## src/rtl/fetch_stage.sv

```systemverilog
// fetch_stage: RV32I instruction fetch stage.
// Owns the PC, runs a req/ack handshake with instruction memory, holds each
// fetched word until the downstream stage retires it, and selects the next PC
// (PC+4 / PC+offset / indirect).
// Optional feature macro: FETCH_MISALIGN_TRAP_EN (adds o_Misaligned and TRAP state).
module fetch_stage #(
  parameter logic [31:0] RESET_PC = 32'h0000_0000,
  parameter int          MEM_AW   = 32
) (
  input  logic              i_Clock,
  input  logic              i_Reset,
  input  logic              i_Advance,
  input  logic [1:0]        i_PCNextSel,
  input  logic [31:0]       i_Offset,
  input  logic [31:0]       i_IndTarget,
  output logic              o_MemReq,
  output logic [MEM_AW-1:0] o_MemAddr,
  input  logic              i_MemAck,
  input  logic [31:0]       i_MemData,
  output logic [31:0]       o_Inst,
  output logic [31:0]       o_PC,
`ifdef FETCH_MISALIGN_TRAP_EN
  output logic              o_Misaligned,
`endif
  output logic              o_InstValid
);

  localparam logic [31:0] NOP = 32'h0000_0013;

`ifdef FETCH_MISALIGN_TRAP_EN
  typedef enum logic [1:0] {S_START, S_FETCH, S_HOLD, S_TRAP} state_t;
`else
  typedef enum logic [1:0] {S_START, S_FETCH, S_HOLD} state_t;
`endif

  state_t       state_q, state_d;
  logic [31:0]  pc_q, pc_d;
  logic [31:0]  inst_q, inst_d;
  logic [31:0]  ipc_q, ipc_d;
  logic         vld_q, vld_d;
  logic         mem_req;
  logic signed [31:0] offset_s;
  logic [31:0]  npc_raw;
  logic [31:0]  npc_aligned;
`ifdef FETCH_MISALIGN_TRAP_EN
  logic         mis_q, mis_d;
  logic         npc_misaligned;
`endif

  assign offset_s = i_Offset;

  // Next-PC selection relative to the held instruction's address (wraps mod 2^32).
  always_comb begin
    npc_raw = ipc_q + 32'd4;
    case (i_PCNextSel)
      2'b01:   npc_raw = ipc_q + $unsigned(offset_s);
      2'b10:   npc_raw = i_IndTarget & 32'hFFFF_FFFE;
      default: npc_raw = ipc_q + 32'd4;
    endcase
  end

  assign npc_aligned = npc_raw & 32'hFFFF_FFFC;
`ifdef FETCH_MISALIGN_TRAP_EN
  assign npc_misaligned = |npc_raw[1:0];
`endif

  // Fetch FSM next-state and datapath updates.
  always_comb begin
    state_d = state_q;
    pc_d    = pc_q;
    inst_d  = inst_q;
    ipc_d   = ipc_q;
    vld_d   = vld_q;
    mem_req = 1'b0;
`ifdef FETCH_MISALIGN_TRAP_EN
    mis_d   = mis_q;
`endif
    case (state_q)
      // Post-reset dead cycle: any ack seen here belongs to an abandoned transfer.
      S_START: state_d = S_FETCH;
      S_FETCH: begin
        mem_req = 1'b1;
        if (i_MemAck) begin
          inst_d  = i_MemData;
          ipc_d   = pc_q;
          vld_d   = 1'b1;
          state_d = S_HOLD;
        end
      end
      S_HOLD: begin
        if (i_Advance && vld_q) begin
          pc_d    = npc_aligned;
          vld_d   = 1'b0;
          state_d = S_FETCH;
`ifdef FETCH_MISALIGN_TRAP_EN
          if (npc_misaligned) begin
            pc_d    = npc_raw;
            mis_d   = 1'b1;
            state_d = S_TRAP;
          end
`endif
        end
      end
`ifdef FETCH_MISALIGN_TRAP_EN
      // Terminal until reset.
      S_TRAP: state_d = S_TRAP;
`endif
      default: state_d = S_START;
    endcase
  end

  // State and fetch registers; reset is asynchronous so o_MemReq drops at once.
  always_ff @(posedge i_Clock or negedge i_Reset) begin
    if (!i_Reset) begin
      state_q <= S_START;
      pc_q    <= RESET_PC;
      inst_q  <= NOP;
      ipc_q   <= RESET_PC;
      vld_q   <= 1'b0;
`ifdef FETCH_MISALIGN_TRAP_EN
      mis_q   <= 1'b0;
`endif
    end else begin
      state_q <= state_d;
      pc_q    <= pc_d;
      inst_q  <= inst_d;
      ipc_q   <= ipc_d;
      vld_q   <= vld_d;
`ifdef FETCH_MISALIGN_TRAP_EN
      mis_q   <= mis_d;
`endif
    end
  end

  assign o_MemReq    = mem_req;
  assign o_MemAddr   = pc_q[MEM_AW-1:0];
  assign o_Inst      = inst_q;
  assign o_PC        = ipc_q;
  assign o_InstValid = vld_q;
`ifdef FETCH_MISALIGN_TRAP_EN
  assign o_Misaligned = mis_q;
`endif

endmodule

```

## config.mk

```make
export PLATFORM = sky130hd
export DESIGN_NAME = fetch_stage
export DESIGN_NICKNAME = d
export VERILOG_FILES = /design/src/rtl/fetch_stage.sv
export SDC_FILE = /design/constraint.sdc
export NUM_CORES = 1
export LEC_CHECK = 0
export ABC_AREA = 1
export BUFFER_PORTS_ARGS = -buffer_cell sky130_fd_sc_hd__buf_2
export CORE_MARGIN = 3
export CORE_UTILIZATION = 56
export CTS_BUF_LIST = sky130_fd_sc_hd__clkbuf_16
export CTS_CLUSTER_SIZE = 20
export DETAILED_ROUTE_END_ITERATION = 8
export GPL_ROUTABILITY_DRIVEN = 1
export GPL_TIMING_DRIVEN = 0
export PLACE_DENSITY_LB_ADDON = 0.15
export SYNTH_ARGS = -nofsm -noshare
export SYNTH_HDL_FRONTEND = slang
export SYNTH_SLANG_ARGS = --single-unit
```

## constraint.sdc

```tcl
create_clock -name i_Clock -period 5 [get_ports i_Clock]
set_input_delay 1.5 -clock i_Clock [delete_from_list [all_inputs] [get_ports i_Clock]]
set_output_delay 1.5 -clock i_Clock [all_outputs]
set_load 0.05 [all_outputs]
```

==> out/results.tsv <==
metric	value	unit
EDFF count, synth	0	
Final Power	5.41	mW
final core occ	72.8	%
worst skew pair latency	0.34	ns
number of cells on the worst hold path	2	
Port Buf Inserts	191	
Peak VDD IR	434	uV
Routed Antenna Nets	0	
Worst Slack Setup Final	0.504	ns
worst hold endpoint	o_Inst[4]$_DFFE_PN1P_	
RePlAce Congestion	0.971	
initial antenna violation count	0	
Antenna Cells	0	
slowest CP cell	buf_1	
Worst R2R Path Depth	13	
drt via density	5.10	
gr ovfl total	0	
Avg Inst Size Synth	6.71	um2
drt first-iter violations	476	
design area	7720	um2
share of cells above drive strength 1	22.4	%
sequential share of the synthesized area	38.1	%
ys async rst share	100	%
Post-CTS Resized	0	
Mapped Cells	933	
R2R Path Start	o_PC[2]$_DFFE_PN0P_	
vias in the first global route	6312	
Pleak	4.81	nW
Die Footprint	12500	um2
fmax	222	MHz
final cell count without fillers	1279	
nets	1273	
CTS root buffer	clkbuf_16	
largest net degree at the start of global routing	74	
Initial Util	59.0	%
reg2reg end	o_MemAddr[26]$_DFFE_PN0P_	
headroom to the max-slew limit	57.3	%
Reg clk slew, reported paths	0.07	ns
pre-CTS setup slack	0.232	ns
Max clock buf depth	2	
Period Utilization, post-route	89.9	%
r2r setup slk	2.67	ns
Critical Path, Cell by Cell	buf_2 > inv_1 > ha_1 > clkbuf_1 > buf_1 > nand2_1 > ha_1 > fa_1 > nand3_1 > nand3_2 > nand2_1 > nand2_1 > nand2_1 > nand2_2 > nand2_1 > nand2_1 > nand2_1 > nand3_1 > a21oi_1	
DR pass1 iterations	7	
filler cell count	922	
Top FF cell, synth	dfrtp_1	
worst hold path type	register to register	
hold_sp	o_Inst[4]$_DFFE_PN1P_	
Slew @ Worst Pin	0.640	ns
FF+latch count, synth	95	
Pwr Density	701	nW/um2
hold buffer count at cts	0	
Synth warnings	0	
detailed placement HPWL	14400	um
Ports	200	
area delta synth->final	23.4	%
Cell variety after synth	36	
Multi-input gate area	3240	um2
Post-Route WL	18300	um
clk sinks	95	
Storage cell area	2380	um2
area leader, netlist	dfrtp_1	
CP Launch Type	primary input	
die width	112	um
die height	112	um
WL/cell	14.3	um
RSZ-0062 raised after global routing	no	
Inst Count DP	1264	
crit-path max FO	10	
largest cells by area after synthesis	dfrtp_1 37%, nand2_1 24%, inv_1 7.9%	
CP Class	primary input to register	
Data required, critical path	5.27	ns
most frequent cells after synthesis	400 x nand2_1, 131 x inv_1, 92 x dfrtp_1	
core box area	10600	um2
H-tree levels	3	
CTS Buf Count	9	
Most common cell on crit path	nand2_1	
most frequent cell after synthesis	nand2_1	
Setup Fix Bufs, Post-CTS	0	
placed inst area	7420	um2
sum of negative setup slack	0	ns
mapped cell area	6260	um2
Rows	37	
via count	6521	
skew final	0.00971	ns
Final Max Tran Viols	0	
Yosys top cell area share	36.8	%
Tot GR Track Use	29.1	%
Hold Slack	0.472	ns
residual DRC count	0	
first-pass GRT wire length	29500	um
critical path capture point type	register	
Setup-failing EPs final	0	
WP data arrival	4.77	ns
max cap viols	0	
slowest cell delay on critical path	0.50	ns
fin crit period	4.50	ns
status	finished clean	
CTS tree	done	
final hold vios	0	
[worst max-delay path, delay by kind of cell]
family,cells,cell delay (ns)
and+or+nand+nor,11,1.03
buffers and inverters,4,1.09
AOI/OAI and AO/OA,1,0.17
adders and majority gates,3,0.96
[power breakdown]
group | leakage [nW] | switching [mW] | internal, mW
clock network | 0.148 | 0.305 | 0.390
logic | 3.52 | 2.48 | 0.806
registers | 1.14 | 0.279 | 1.16
total | 4.81 | 3.06 | 2.35
[layout by cell type, fill, tap and decap left out, drive strengths merged, types with 4 or more instances in the layout]
master	netlist	final
nand3	41	41
clkbuf	17	26
dfrtp	92	92
inv	132	134
and2	4	4
a22oi	7	7
nor2	63	63
buf	13	205
conb	1	4
ha	31	31
clkinv	1	4
a21oi	72	72
nand3b	7	7
nand2	409	409
o21ai	18	18
xor2	8	8
[final cells by class]
cell class | count | area share, %
Buffer | 30 | 1.91
Clock buffer | 9 | 2.92
Clock inverter | 6 | 0.892
Inverter | 133 | 6.47
Multi-Input combinational cell | 678 | 42.0
Sequential cell | 95 | 30.8
Tap cell | 136 | 2.20
Timing Repair Buffer | 192 | 12.8
[registers in the layout (all words and copies together), names as in the netlist]
register / count
state_q: 2
o_Inst: 32
o_PC: 30
o_InstValid: 1
o_MemAddr: 30
[worst max-delay path by stage]
stage	end	slack, ns	start
after floorplan	o_MemAddr[26]$_DFFE_PN0P_	1.17	i_PCNextSel[1]
after global placement	o_MemAddr[26]$_DFFE_PN0P_	0.29	i_PCNextSel[1]
after detailed placement	o_MemAddr[26]$_DFFE_PN0P_	0.23	i_PCNextSel[1]
after CTS	o_MemAddr[26]$_DFFE_PN0P_	0.56	i_PCNextSel[1]
after global routing	o_MemAddr[26]$_DFFE_PN0P_	0.27	i_PCNextSel[1]
final	o_MemAddr[26]$_DFFE_PN0P_	0.50	i_PCNextSel[1]
[cell families (layout without fill, tap and decap cells)]
logic type,Yosys count,after routing,synth area share (%)
AND/OR/NAND/NOR,531,531,34.9
buffers and inverters,163,370,10.3
AO/OA/AOI/OAI,103,103,9.04
flip-flops,95,95,38.1
adder cells (fa/ha/maj),32,32,6.52
XOR/XNOR,8,8,1.12
other,1,4,0.0599
[metal layers]
metal	up-vias	global-route usage, %	share of wire (%)
met3	30	7.45	8.4
met5	-	0	0
met4	0	8.84	2.0
met2	283	48.6	47
li1	3273	-	-
met1	2935	37.2	42
(Power assumes the default switching activity.)
